[src/rtl/cpu_pkg.sv]
// Shared CPU definitions: memory-port arbiter state encoding and requester ids.
package cpu_pkg;

  typedef enum logic [1:0] {
    ARB_IDLE  = 2'd0,
    ARB_ISSUE = 2'd1,
    ARB_WAIT  = 2'd2
  } arb_state_t;

  localparam logic REQ_I = 1'b0;
  localparam logic REQ_D = 1'b1;

endpackage

[src/rtl/mem_port_arbiter_if.sv]
// Bundle of the I-port, D-port and unified-memory signals around the arbiter.
// slave = arbiter side, master = requesters plus memory side.
interface mem_port_arbiter_if #(
  parameter int ADDR_W = 10,
  parameter int DATA_W = 32
) ();

  // instruction fetch port
  logic              i_req;
  logic [ADDR_W-1:0] i_addr;
  logic              i_gnt;
  logic              i_rvalid;
  logic [DATA_W-1:0] i_rdata;

  // load/store port
  logic              d_req;
  logic              d_we;
  logic [ADDR_W-1:0] d_addr;
  logic [DATA_W-1:0] d_wdata;
  logic              d_gnt;
  logic              d_rvalid;
  logic [DATA_W-1:0] d_rdata;

  // memory side
  logic              mem_en;
  logic              mem_we;
  logic [ADDR_W-3:0] mem_addr;
  logic [DATA_W-1:0] mem_wdata;
  logic [DATA_W-1:0] mem_rdata;

  logic              busy;

  modport slave (
    input  i_req, i_addr, d_req, d_we, d_addr, d_wdata, mem_rdata,
    output i_gnt, i_rvalid, i_rdata, d_gnt, d_rvalid, d_rdata,
           mem_en, mem_we, mem_addr, mem_wdata, busy
  );

  modport master (
    output i_req, i_addr, d_req, d_we, d_addr, d_wdata, mem_rdata,
    input  i_gnt, i_rvalid, i_rdata, d_gnt, d_rvalid, d_rdata,
           mem_en, mem_we, mem_addr, mem_wdata, busy
  );

endinterface

[src/rtl/mem_port_arbiter.sv]
// Shares one single-port synchronous memory between the instruction-fetch
// (I) and load/store (D) ports. D has priority, but I is granted once D has
// won STARVE_MAX consecutive grants while I was waiting.
module mem_port_arbiter
  import cpu_pkg::*;
#(
  parameter int ADDR_W     = 10,
  parameter int DATA_W     = 32,
  parameter int MEM_LAT    = 1,
  parameter int STARVE_MAX = 4
) (
  input  logic               clk,
  input  logic               reset,
  mem_port_arbiter_if.slave  bus
);

  localparam int CNT_W = (MEM_LAT > 1) ? $clog2(MEM_LAT) : 1;
  localparam int STV_W = $clog2(STARVE_MAX + 1);
  localparam logic [CNT_W-1:0] LAT_LOAD = CNT_W'(MEM_LAT - 1);
  localparam logic [STV_W-1:0] STV_TOP  = STV_W'(STARVE_MAX);

  arb_state_t        state;
  arb_state_t        next_state;

  logic              grant_i;
  logic              grant_d;
  logic              done;

  logic              req_id;
  logic              lat_we;
  logic [ADDR_W-3:0] lat_addr;
  logic [DATA_W-1:0] lat_wdata;
  logic [CNT_W-1:0]  lat_cnt;
  logic [STV_W-1:0]  starve_cnt;

  logic              i_gnt_r;
  logic              d_gnt_r;
  logic              i_rvalid_r;
  logic              d_rvalid_r;
  logic [DATA_W-1:0] i_rdata_r;
  logic [DATA_W-1:0] d_rdata_r;

  // Byte-offset bits never reach the word-addressed memory.
  logic unused_addr_bits;
  assign unused_addr_bits = ^{bus.i_addr[1:0], bus.d_addr[1:0]};

  // State register.
  always_ff @(posedge clk or posedge reset) begin
    if (reset) state <= ARB_IDLE;
    else       state <= next_state;
  end

  // Next-state, arbitration decision and memory strobes.
  always_comb begin
    next_state    = state;
    grant_i       = 1'b0;
    grant_d       = 1'b0;
    done          = 1'b0;
    bus.mem_en    = 1'b0;
    bus.mem_we    = 1'b0;
    bus.mem_addr  = '0;
    bus.mem_wdata = '0;
    unique case (state)
      ARB_IDLE: begin
        if (bus.d_req && !(bus.i_req && starve_cnt == STV_TOP)) grant_d = 1'b1;
        else if (bus.i_req)                                     grant_i = 1'b1;
        if (grant_i || grant_d) next_state = ARB_ISSUE;
      end
      ARB_ISSUE: begin
        bus.mem_en    = 1'b1;
        bus.mem_we    = lat_we;
        bus.mem_addr  = lat_addr;
        bus.mem_wdata = lat_wdata;
        next_state    = lat_we ? ARB_IDLE : ARB_WAIT;
      end
      ARB_WAIT: begin
        if (lat_cnt == '0) begin
          done       = 1'b1;
          next_state = ARB_IDLE;
        end
      end
      default: next_state = ARB_IDLE;
    endcase
  end

  // Grant pulses, payload latch, latency countdown and read-data return.
  always_ff @(posedge clk or posedge reset) begin
    if (reset) begin
      i_gnt_r    <= 1'b0;
      d_gnt_r    <= 1'b0;
      i_rvalid_r <= 1'b0;
      d_rvalid_r <= 1'b0;
      i_rdata_r  <= '0;
      d_rdata_r  <= '0;
      req_id     <= REQ_I;
      lat_we     <= 1'b0;
      lat_addr   <= '0;
      lat_wdata  <= '0;
      lat_cnt    <= '0;
    end else begin
      i_gnt_r    <= grant_i;
      d_gnt_r    <= grant_d;
      i_rvalid_r <= 1'b0;
      d_rvalid_r <= 1'b0;
      if (grant_d) begin
        req_id    <= REQ_D;
        lat_we    <= bus.d_we;
        lat_addr  <= bus.d_addr[ADDR_W-1:2];
        lat_wdata <= bus.d_wdata;
      end else if (grant_i) begin
        req_id    <= REQ_I;
        lat_we    <= 1'b0;
        lat_addr  <= bus.i_addr[ADDR_W-1:2];
        lat_wdata <= '0;
      end
      if (state == ARB_ISSUE) begin
        if (lat_we) d_rvalid_r <= 1'b1;
        else        lat_cnt    <= LAT_LOAD;
      end else if (state == ARB_WAIT && !done) begin
        lat_cnt <= lat_cnt - 1'b1;
      end
      if (done) begin
        if (req_id == REQ_D) begin
          d_rvalid_r <= 1'b1;
          d_rdata_r  <= bus.mem_rdata;
        end else begin
          i_rvalid_r <= 1'b1;
          i_rdata_r  <= bus.mem_rdata;
        end
      end
    end
  end

  // Consecutive D grants taken while I is waiting, saturating.
  always_ff @(posedge clk or posedge reset) begin
    if (reset)                               starve_cnt <= '0;
    else if (!bus.i_req || grant_i)          starve_cnt <= '0;
    else if (grant_d && starve_cnt != STV_TOP) starve_cnt <= starve_cnt + 1'b1;
  end

  assign bus.i_gnt    = i_gnt_r;
  assign bus.d_gnt    = d_gnt_r;
  assign bus.i_rvalid = i_rvalid_r;
  assign bus.d_rvalid = d_rvalid_r;
  assign bus.i_rdata  = i_rdata_r;
  assign bus.d_rdata  = d_rdata_r;
  assign bus.busy     = (state != ARB_IDLE);

endmodule
[src/flat_wrapper.sv]
// flat-port wrapper written by rule: the top's interface ports become plain ports
module mem_port_arbiter_flat import cpu_pkg::*;
#(
  parameter int ADDR_W     = 10,
  parameter int DATA_W     = 32,
  parameter int MEM_LAT    = 1,
  parameter int STARVE_MAX = 4
)
  (clk, reset, bus_i_req, bus_i_addr, bus_d_req, bus_d_we, bus_d_addr, bus_d_wdata, bus_mem_rdata, bus_i_gnt, bus_i_rvalid, bus_i_rdata, bus_d_gnt, bus_d_rvalid, bus_d_rdata, bus_mem_en, bus_mem_we, bus_mem_addr, bus_mem_wdata, bus_busy);
  mem_port_arbiter_if #(.ADDR_W(ADDR_W), .DATA_W(DATA_W)) bus_i ();
  input  logic clk;
  input  logic reset;
  input wire logic [$bits(bus_i.i_req)-1:0] bus_i_req;
  input wire logic [$bits(bus_i.i_addr)-1:0] bus_i_addr;
  input wire logic [$bits(bus_i.d_req)-1:0] bus_d_req;
  input wire logic [$bits(bus_i.d_we)-1:0] bus_d_we;
  input wire logic [$bits(bus_i.d_addr)-1:0] bus_d_addr;
  input wire logic [$bits(bus_i.d_wdata)-1:0] bus_d_wdata;
  input wire logic [$bits(bus_i.mem_rdata)-1:0] bus_mem_rdata;
  output wire logic [$bits(bus_i.i_gnt)-1:0] bus_i_gnt;
  output wire logic [$bits(bus_i.i_rvalid)-1:0] bus_i_rvalid;
  output wire logic [$bits(bus_i.i_rdata)-1:0] bus_i_rdata;
  output wire logic [$bits(bus_i.d_gnt)-1:0] bus_d_gnt;
  output wire logic [$bits(bus_i.d_rvalid)-1:0] bus_d_rvalid;
  output wire logic [$bits(bus_i.d_rdata)-1:0] bus_d_rdata;
  output wire logic [$bits(bus_i.mem_en)-1:0] bus_mem_en;
  output wire logic [$bits(bus_i.mem_we)-1:0] bus_mem_we;
  output wire logic [$bits(bus_i.mem_addr)-1:0] bus_mem_addr;
  output wire logic [$bits(bus_i.mem_wdata)-1:0] bus_mem_wdata;
  output wire logic [$bits(bus_i.busy)-1:0] bus_busy;
  assign bus_i.i_req = bus_i_req;
  assign bus_i.i_addr = bus_i_addr;
  assign bus_i.d_req = bus_d_req;
  assign bus_i.d_we = bus_d_we;
  assign bus_i.d_addr = bus_d_addr;
  assign bus_i.d_wdata = bus_d_wdata;
  assign bus_i.mem_rdata = bus_mem_rdata;
  assign bus_i_gnt = bus_i.i_gnt;
  assign bus_i_rvalid = bus_i.i_rvalid;
  assign bus_i_rdata = bus_i.i_rdata;
  assign bus_d_gnt = bus_i.d_gnt;
  assign bus_d_rvalid = bus_i.d_rvalid;
  assign bus_d_rdata = bus_i.d_rdata;
  assign bus_mem_en = bus_i.mem_en;
  assign bus_mem_we = bus_i.mem_we;
  assign bus_mem_addr = bus_i.mem_addr;
  assign bus_mem_wdata = bus_i.mem_wdata;
  assign bus_busy = bus_i.busy;
  mem_port_arbiter #(.ADDR_W(ADDR_W), .DATA_W(DATA_W), .MEM_LAT(MEM_LAT), .STARVE_MAX(STARVE_MAX)) u_core (.clk(clk), .reset(reset), .bus(bus_i));
endmodule
[config.mk]
export PLATFORM = sky130hd
export DESIGN_NAME = mem_port_arbiter_flat
export DESIGN_NICKNAME = d
export VERILOG_FILES = /design/src/rtl/cpu_pkg.sv /design/src/rtl/mem_port_arbiter_if.sv /design/src/rtl/mem_port_arbiter.sv /design/src/flat_wrapper.sv
export SDC_FILE = /design/constraint.sdc
export NUM_CORES = 1
export LEC_CHECK = 0
export CELL_PAD_IN_SITES_DETAIL_PLACEMENT = 2
export CELL_PAD_IN_SITES_GLOBAL_PLACEMENT = 2
export CORE_MARGIN = 5
export CORE_UTILIZATION = 28
export CTS_BUF_LIST = sky130_fd_sc_hd__clkbuf_4
export DETAILED_ROUTE_END_ITERATION = 8
export HOLD_SLACK_MARGIN = 0.08
export PLACE_DENSITY_LB_ADDON = 0.1
export SLEW_MARGIN = 20
export SYNTH_ARGS = -nofsm -noshare
export SYNTH_HDL_FRONTEND = slang
export SYNTH_SLANG_ARGS = --single-unit
[constraint.sdc]
create_clock -name clk -period 5.25 [get_ports clk]
set_clock_uncertainty 0.1 [all_clocks]
set_input_delay 1.05 -clock clk [delete_from_list [all_inputs] [get_ports clk]]
set_output_delay 1.05 -clock clk [all_outputs]
set_load 0.05 [all_outputs]
==> impl_metrics.tcl, run 1 <==
set metrics [dict create \
    criticalPathCategory "reg2out" \
    syn-num-nets 432 \
    grt-ovfl-total 0 \
    worst_pin_slew_ps 924 \
    syn_avg_cell_area_sq_um 13.7 \
    final_cell_mix "195 x clkdlybuf4s50_1, 116 x dfrtp_1, 63 x mux2_2" \
    num_io_pins 200 \
    cts_sinks 116 \
    wl_per_cell_microns 18.6 \
    start_util_pct 28.4 \
    fmax_mhz 229 \
    port-buffer-count 195 \
    antenna_found_initial 0 \
    hold_viol 0 \
    core.rowCount 47 \
    drive_above_1_share_pct 19.1 \
    htreeDepth 4 \
    worstPathMaxFanout 34 \
    cpPeakStageDelay_ps 840 \
    fin_setup_tns_ps 0 \
    cp-end-kind "output port" \
    ir_worst_vdd_uv 240 \
    numCtsBuffers 17 \
    grt_setup_unrepaired "no" \
    dpl.hpwl_microns 10300 \
    drt-total-wl_microns 14400 \
    gp_congestion 0.720 \
    postCtsHoldBufs 0 \
    drtIter0Drc 122 \
    vias 3479 \
    required_ps 4100 \
    die_x_microns 139 \
    synth_cell_types 31 \
    outcome "finished clean" \
    cap_violations 0 \
    avgViaCountPerCell 4.51 \
    grt_pass1_wl_microns 23000 \
    fin_crit_ps 4360 \
    finalCritPeriodShare_pct 83.1 \
    utilization_pct 43.6 \
    setup_viol 0 \
    synthCells 341 \
    yosysTopAreaCellShare_pct 62.2 \
    antenna_cells 0 \
    seq_area_frac_synth_pct 62.2 \
    first_pass_iters 5 \
    path_clk_slew_ps 100 \
    grt_max_degree 68 \
    ys.warnings.count 0 \
    slew_headroom_pct 38.3 \
    netlist_area_sq_mm 0.00467 \
    cts_tree "yes" \
    yosys.area.top_type "dfrtp_1" \
    pwr_density_cell_mw_per_mm2 754 \
    crit_path_top_delay_cell "clkdlybuf4s50_1" \
    dieArea_sq_mm 0.0194 \
    cts_max_path_buffers 2 \
    ctsResizeCount 0 \
    crit_path_cell_trace "nand2b_1 -> inv_1 -> and2_1 -> clkdlybuf4s50_1" \
    total_leakage_power_uw 0.00313 \
    nNetsFinal 631 \
    synth_seq_cells 116 \
    grtUsageTotal_pct 15.2 \
    clock_latency_ps 520 \
    drcViolationCount 0 \
    synth_area_leaders "dfrtp_1 62%, mux2_2 15%, a22o_1 6.2%" \
    cp_data_arrival_time_ps 3210 \
    dieHeight_microns 139 \
    min_path_type "reg2reg" \
    final_antenna_net_count 0 \
    cts-root-buf "clkbuf_4" \
    syn_to_final_growth_pct 53.7 \
    layout_commonest_cell "clkdlybuf4s50_1" \
    grt_pass1_vias 3986 \
    slew_viol_final 0 \
    coreArea_sq_mm 0.0165 \
    cts_setup_buffers 0 \
    startpoint_type "flip-flop" \
]
-- critical path, delay by kind of cell, from the launching register on --
kind,cells,cell delay (ps)
buffers and inverters,2,1630
DFF,1,430
and+or+nand+nor,2,640
-- cell families after synthesis --
logic type	Yosys count	share of synthesized area [%]
AND/OR/NAND/NOR	57	7.75
adder cells (fa/ha/maj)	2	0.536
AO/OA/AOI/OAI	50	9.33
buffers and inverters	52	4.77
multiplexers	64	15.4
flip-flops	116	62.2
-- path summary, 6_finish.rpt --
kind / start / to / slack, ps / cells past startpoint
max: u_core.state[1]$_DFFE_PP0P_ / bus_mem_we / 890 / 4
min: u_core.lat_wdata[3]$_DFFE_PP0P_ / u_core.lat_wdata[3]$_DFFE_PP0P_ / 400 / 1
max reg2reg: u_core.state[1]$_DFFE_PP0P_ / u_core.bus.d_rvalid$_DFF_PP0_ / 2980 / 4
min reg2reg: u_core.lat_wdata[3]$_DFFE_PP0P_ / u_core.lat_wdata[3]$_DFFE_PP0P_ / 400 / 1
max in group asynchronous: reset / u_core.starve_cnt[2]$_DFFE_PP0P_ / 3200 / 3
min in group asynchronous: reset / u_core.lat_wdata[12]$_DFFE_PP0P_ / 960 / 2
-- sequential cells by signal, indices dropped and copies added, names as in the netlist --
signal               flops
u_core.bus.i_rvalid      1
u_core.lat_addr          8
u_core.req_id            1
u_core.bus.i_rdata      32
u_core.lat_cnt           1
u_core.starve_cnt        3
u_core.lat_wdata        32
u_core.state             2
u_core.bus.d_rdata      32
u_core.lat_we            1
u_core.bus.d_rvalid      1
u_core.bus.d_gnt         1
u_core.bus.i_gnt         1
-- metrics by stage --
step | hold WS (ps) | setup WS (ps) | instance area (sq um) | power, uW | cells
finish | 400 | 889 | 7170 | 5410 | 771
global route | 419 | 529 | 7170 | 5710 | 771
CTS | 407 | 680 | 7170 | 5510 | 771
detailed placement | 374 | 1310 | 6870 | 4760 | 741
global placement | 371 | 1390 | 6840 | 4650 | 740
floorplan | 358 | 1030 | 4670 | 3620 | 341
-- metal layers --
metal / GRT usage (%) / wire, microns / vias up
met4: 5.72 / 189 / 0
met2: 23.8 / 6860 / 144
met1: 19.1 / 6320 / 1737
met3: 5.86 / 1010 / 16
met5: 0 / 0 / -
li1: - / - / 1582
-- power by group --
group | switching [uW] | internal, uW
Sequential | 219 | 1320
Clock | 335 | 387
Combinational | 2000 | 1150
Total | 2550 | 2860
-- layout make-up --
type                       instances  area [sq um]
clock buffer                      20           150
clock inverter                    10           159
fill                            1662          9290
inverter                          32           123
multi-input combinational        173          1560
sequential                       116          2900
tap                              220           275
timing repair buffer             200          2010
-- synth_stat cells --
library cell and number:
or2_2 1, and3_1 2, nand2b_1 1, buf_6 1, nand4b_1 1, a222oi_1 8
nand2_1 3, mux2_1 1, nand3_1 1, dfrtp_1 116, clkbuf_1 9, ha_1 2
or3_1 2, o21ai_1 1, nor3b_4 1, a21boi_0 3, nor3_4 1, nor4bb_1 1
o22ai_1 1, o211a_1 1, and2_1 33, a21o_1 1, a21bo_2 1, nor2_1 9
inv_1 32, a22o_1 33, buf_2 7, nand2b_4 1, buf_4 3, mux2_2 63
a21oi_1 1
No activity file was read; power rests on OpenSTA's default activity.
==> inputs of run 2 (changes only) <==
CORE_UTILIZATION = 25   (was 28)
clock period = 3.9 ns   (was 5.25 ns; I/O delays follow)
==> run 2 against run 1 <==
Against the previous run: first-iteration DRC count decreased by 29%; combinational power increased by 34%; die area increased by 11%; non-clock buffer count increased by 2; critical path depth increased by 1; core utilization decreased by 5.0 points; hold slack improved by 4.9 ps; clock power increased by 15%; register-to-register slack got worse by 1300 ps; count of clock-buffer cells in the layout decreased by 2; global-route usage decreased by 1.1 points; largest cell class unchanged; highest routed layer unchanged.
==> impl_metrics.tcl, run 2 (synthesis gave the netlist of run 1 again) <==
set metrics [dict create \
    htreeDepth 4 \
    final_antenna_net_count 0 \
    path_depth 5 \
    vias 3503 \
    core.rowCount 50 \
    nNetsFinal 633 \
    combPwrFrac_pct 59.3 \
    final-seq-area_sq_mm 0.00290 \
    power_frac_clock_pct 11.6 \
    drive_above_1_share_pct 19.3 \
    dieHeight_microns 147 \
    holdWs_ps 405 \
    wl_per_cell_microns 18.7 \
    fmax_mhz 274 \
    total_leakage_power_uw 0.00312 \
    clock_latency_ps 510 \
    cts_setup_buffers 0 \
    outcome "finished clean" \
    drtIter0Drc 87 \
    grt_pass1_vias 4188 \
    placed_cell_area_sq_mm 0.00689 \
    ir_worst_vdd_uv 330 \
    p_int_uw 3680 \
    avgViaCountPerCell 4.45 \
    criticalPathCategory "reg2out" \
    switchingPower_uw 3450 \
    min_path_type "reg2reg" \
    finalCritPeriodShare_pct 93.6 \
    crit_path_cell_trace "nand2b_1 -> inv_1 -> buf_4 -> and2_1 -> clkdlybuf4s50_1" \
    cts_sinks 116 \
    cp-end-kind "output port" \
    hold_viol 0 \
    startpoint_type "flip-flop" \
    numCtsBuffers 17 \
    fin_setup_tns_ps 0 \
    coreArea_sq_mm 0.0185 \
    worstPathMaxFanout 34 \
    cp_data_arrival_time_ps 2770 \
    cap_violations 0 \
    slew_viol_final 0 \
    path_clk_slew_ps 110 \
    ff2ff_path_depth 4 \
    required_ps 3020 \
    die_x_microns 147 \
    multi_input_area_sq_mm 0.00156 \
    seqPwrFrac_pct 29.0 \
    num_io_pins 200 \
    port-buffer-count 195 \
    drt-total-wl_microns 14700 \
    antenna_cells 0 \
    drcViolationCount 0 \
    gp_congestion 0.695 \
    crit_buf_inv 3 \
    worst_pin_slew_ps 694 \
    setup_viol 0 \
    num-fill-cells 1911 \
    syn_to_final_growth_pct 53.1 \
    postLayoutCellArea_sq_mm 0.00715 \
    final_cell_mix "194 x clkdlybuf4s50_1, 116 x dfrtp_1, 63 x mux2_2" \
    first_pass_iters 5 \
    holdPathStages 1 \
    dpl.hpwl_microns 10400 \
    grt_pass1_wl_microns 23600 \
    pwr_density_cell_mw_per_mm2 997 \
    start_util_pct 25.2 \
    slew_headroom_pct 53.8 \
    crit_path_top_delay_cell "clkdlybuf4s50_1" \
    fin_crit_ps 3650 \
    grt_max_degree 78 \
    finalPower_uw 7130 \
    cts_tree "yes" \
    path_delay_family "buffers and inverters" \
    cpPeakStageDelay_ps 860 \
    grtUsageTotal_pct 14.1 \
    grt-ovfl-total 0 \
    grt_setup_unrepaired "no" \
    p_sw_share_pct 48.3 \
    dieArea_sq_mm 0.0215 \
    cts_max_path_buffers 2 \
    antenna_found_initial 0 \
    cts-root-buf "clkbuf_4" \
    layout_commonest_cell "clkdlybuf4s50_1" \
]
==> run 2: cell count changes in the layout (fill, tap and decap cells not counted), sizes merged <==
| cell | before | now |
|---|---|---|
| clkinvlp | 1 | 4 |
| buf | 5 | 7 |
| bufinv | 4 | 2 |
| clkbuf | 20 | 18 |
| clkinv | 5 | 7 |
| clkdlybuf4s50 | 195 | 194 |
| dlymetal6s2s | 0 | 1 |
| inv | 32 | 31 |
==> run 2: final timing paths <==
check / startpoint / end / slack [ps]
max: u_core.state[1]$_DFFE_PP0P_ / bus_mem_wdata[30] / 250
min: u_core.lat_wdata[9]$_DFFE_PP0P_ / u_core.lat_wdata[9]$_DFFE_PP0P_ / 400
max reg2reg: u_core.state[1]$_DFFE_PP0P_ / u_core.lat_wdata[11]$_DFFE_PP0P_ / 1650
min reg2reg: u_core.lat_wdata[9]$_DFFE_PP0P_ / u_core.lat_wdata[9]$_DFFE_PP0P_ / 400
max in group asynchronous: reset / u_core.lat_wdata[22]$_DFFE_PP0P_ / 2620
min in group asynchronous: reset / u_core.bus.d_rdata[19]$_DFFE_PP0P_ / 620
==> run 2: power groups by stage <==
stage                     registers [uW]  logic [uW]  clock network, uW
final                               2070        4230                830
after global routing                2150        4440                938
after global placement              2060        4230                  0
after detailed placement            2110        4290                  0
after floorplan                     3280        1600                  0
after CTS                           2090        4310                885
==> run 2: timing repair <==
item                       in CTS  in global routing
gates resized for setup         0                  1
setup endpoints to repair       0                  1
hold buffers                    0                  0
hold endpoints to repair        0                  0
==> run 2: area by class of cell <==
cell class / instances / share of cell area, %
Clock buffer: 18 / 1.89
Clock inverter: 12 / 1.63
Inverter: 32 / 1.73
Multi-Input combinational cell: 173 / 21.8
Sequential cell: 116 / 40.6
Tap cell: 234 / 4.10
Timing Repair Buffer: 202 / 28.3
==> run 2: metal layers <==
layer	vias to the layer above	share of wire, %	global-route usage, %
li1	1577	-	-
met1	1775	44	17.0
met2	139	48	22.7
met3	12	7.6	6.18
met4	0	0.93	4.33
met5	-	0	0
==> run 2: worst register-to-register path, cell delays in order (launching register included) <==
cell     delay [ps]
dfrtp_1         430
nor2_1          410
and3_2          740
buf_4           340
a22o_1          180
==> run 2: metrics by stage <==
step / std cells / util (%) / setup WS [ps]
after global placement: 757 / 37.2 / 740
after global routing: 787 / 38.6 / 26.6
after floorplan: 341 / - / 1250
after CTS: 787 / 38.6 / 104
final: 787 / 38.6 / 249
after detailed placement: 757 / 37.2 / 729
==> inputs of run 3 (changes only) <==
ABC_AREA = 1   (was unset)
CORE_UTILIZATION = 22   (was 25)
SETUP_SLACK_MARGIN = 0.4   (was unset)
==> run 3 against run 2 <==
Against the previous run: largest power group unchanged; global-route usage shrank 1.0 points; power shrank 2.7%; combinational power shrank 5.9%; wire length grew 8.4%; non-clock buffer count shrank 2; critical endpoint is now bus_mem_wdata[27]; sequential share of layout area shrank 0.81 points; synthesized cell count grew 59%; cell count grew 31%; count of clock-buffer cells in the layout is the same; critical path depth shrank 1; fmax grew 11%.
==> impl_metrics.tcl, run 3 <==
set metrics [dict create \
    grt_pass1_wl_microns 25600 \
    final-seq-area_sq_mm 0.00290 \
    synth_ff_type "dfrtp_1" \
    start_util_pct 22.2 \
    combPwrFrac_pct 57.3 \
    synth_seq_cells 116 \
    dieHeight_microns 158 \
    min_path_type "reg2reg" \
    postCtsHoldBufs 0 \
    met1Wirelength_microns 6780 \
    criticalPathCategory "reg2out" \
    port-buffer-count 195 \
    drcViolationCount 0 \
    syn_to_final_growth_pct 51.2 \
    grt_max_degree 62 \
    worstPathMaxFanout 44 \
    wl_met3_microns 1230 \
    cts-root-buf "clkbuf_4" \
    path_clk_slew_ps 120 \
    p_sw_share_pct 50.7 \
    fin_crit_ps 3300 \
    placed_cell_area_sq_mm 0.00698 \
    layout_commonest_cell "clkdlybuf4s50_1" \
    dpl.hpwl_microns 11600 \
    setup_viol 0 \
    syn-num-nets 634 \
    wl_met2_microns 7750 \
    power_frac_clock_pct 13.4 \
    slew_viol_final 0 \
    pwr_density_cell_mw_per_mm2 952 \
    worst_pin_slew_ps 872 \
    final_cell_mix "194 x clkdlybuf4s50_1, 131 x nand2_1, 116 x dfrtp_1" \
    avgViaCountPerCell 4.11 \
    nNetsFinal 827 \
    multi_input_area_sq_mm 0.00137 \
    yosys.area.top_type "dfrtp_1" \
    finalCritPeriodShare_pct 84.5 \
    yosysTopAreaCellShare_pct 60.2 \
    grt-ovfl-total 0 \
    num-fill-cells 2408 \
    postLayoutCellArea_sq_mm 0.00729 \
    hold_viol 0 \
    cts_tree "yes" \
    first_pass_iters 4 \
    cp-end-kind "output port" \
    wl_per_cell_microns 15.5 \
    synth_commonest_cells "132 x nand2_1, 116 x dfrtp_1, 93 x inv_1" \
    clock_latency_ps 500 \
    p_int_uw 3420 \
    outcome "finished clean" \
    grt_pass1_vias 4943 \
    seqPwrFrac_pct 29.3 \
    dieArea_sq_mm 0.0250 \
    finalPower_uw 6940 \
    slew_headroom_pct 41.8 \
    core.rowCount 54 \
    die_x_microns 158 \
    drt-total-wl_microns 16000 \
    num_io_pins 200 \
    synth_cell_types 20 \
    fmax_mhz 303 \
    synth.most_common_cell "nand2_1" \
    vias 4229 \
    final_antenna_net_count 0 \
    crit_start "u_core.state[1]$_DFFE_PP0P_" \
    antenna_found_initial 2 \
    numCtsBuffers 17 \
    cts_sinks 116 \
    r2r_start "u_core.state[0]$_DFFE_PP0P_" \
    synth_area_leaders "dfrtp_1 60%, nand2_1 10%, o21ai_1 7.3%" \
    drtIter0Drc 112 \
    drive_above_1_share_pct 7.08 \
    synthCells 543 \
    highest_layer "met5" \
    cp_data_arrival_time_ps 2420 \
    hp-start "u_core.lat_addr[4]$_DFFE_PP0P_" \
    coreArea_sq_mm 0.0217 \
    total_leakage_power_uw 0.00342 \
    ys.warnings.count 0 \
    htreeDepth 4 \
    seq_area_frac_synth_pct 60.2 \
    gp_congestion 0.728 \
    ir_worst_vdd_uv 220 \
    syn_avg_cell_area_sq_um 8.88 \
    fin_setup_tns_ps 0 \
    grt_setup_unrepaired "no" \
    cap_violations 0 \
    netlist_area_sq_mm 0.00482 \
    synth_edf_count 0 \
    startpoint_type "flip-flop" \
    grtUsageTotal_pct 13.0 \
    cts_max_path_buffers 2 \
    required_ps 3020 \
    switchingPower_uw 3520 \
    async_flop_share_pct 100 \
]
-- run 3: changes by cell type after synthesis, moves of 8 or more --
cell      previous run  this run
a222oi_1             8         0
a22o_1              33         0
and2_1              33         0
buf_6                1         9
inv_1               32        93
mux2_2              63         0
nand2_1              3       132
nor2_1               9        43
o21ai_0              0        39
o21ai_1              1        70
-- run 3: logic make-up after synthesis --
group,after synthesis,share of synthesized area [%]
buf+inv,121,11.6
fa+ha+maj,2,0.519
compound gates,110,11.4
xor+xnor,1,0.182
flops,116,60.2
simple gates,193,16.1
-- run 3: repair_timing --
| action | CTS | global route |
|---|---|---|
| buffers inserted | 0 | 0 |
| endpoints found under the setup margin | 42 | 1 |
| resized for setup | 1 | 1 |
| pin swaps | 0 | 0 |
-- run 3: per-stage QoR --
step / setup slack (ps) / hold slack, ps / std cells / utilization, %
final: 605 / 389 / 1030 / 33.6
after global placement: 766 / 357 / 997 / 32.2
after CTS: 467 / 393 / 1029 / 33.6
after detailed placement: 748 / 362 / 997 / 32.2
after global routing: 402 / 411 / 1030 / 33.6
after floorplan: 1570 / 342 / 543 / -
-- run 3: power by group through the flow --
| stage | Clock (uW) | Combinational (uW) | Sequential, uW |
|---|---|---|---|
| final | 928 | 3980 | 2030 |
| after global routing | 1040 | 4270 | 2110 |
| after CTS | 984 | 4060 | 2050 |
| after detailed placement | 0 | 4050 | 2070 |
| after global placement | 0 | 3980 | 2030 |
| after floorplan | 0 | 1480 | 3210 |
-- run 3: final cells by class --
class,instances,share of cell area (%)
Sequential cell,116,39.8
Timing Repair Buffer,200,27.5
Multi-Input combinational cell,306,18.8
Inverter,95,4.94
Tap cell,280,4.81
Clock inverter,14,2.23
Clock buffer,18,1.85
Antenna cell,1,0.0343
-- run 3: worst max-delay path: stages (launching register included) --
cell and delay [ps]:
dfrtp_1 420, inv_2 110, nand2_4 290, nor2_1 250, clkdlybuf4s50_1 840
-- run 3: final timing paths --
check                                                     endpoint  slack (ps)  cells after the start
worst max-delay path                             bus_mem_wdata[27]         600                      4
max in group asynchronous       u_core.bus.d_rdata[11]$_DFFE_PP0P_        2200                      3
worst min register to register      u_core.lat_addr[4]$_DFFE_PP0P_         390                      2
worst max register to register  u_core.bus.i_rdata[15]$_DFFE_PP0P_        1690                      5
min in group asynchronous         u_core.lat_wdata[11]$_DFFE_PP0P_         680                      2
worst min-delay path                u_core.lat_addr[4]$_DFFE_PP0P_         390                      2
-- run 3: per-layer routing --
metal,GRT usage [%],vias to the layer above
li1,-,2037
met2,22.0,123
met5,0,-
met3,5.00,13
met4,3.74,2
met1,15.5,2054
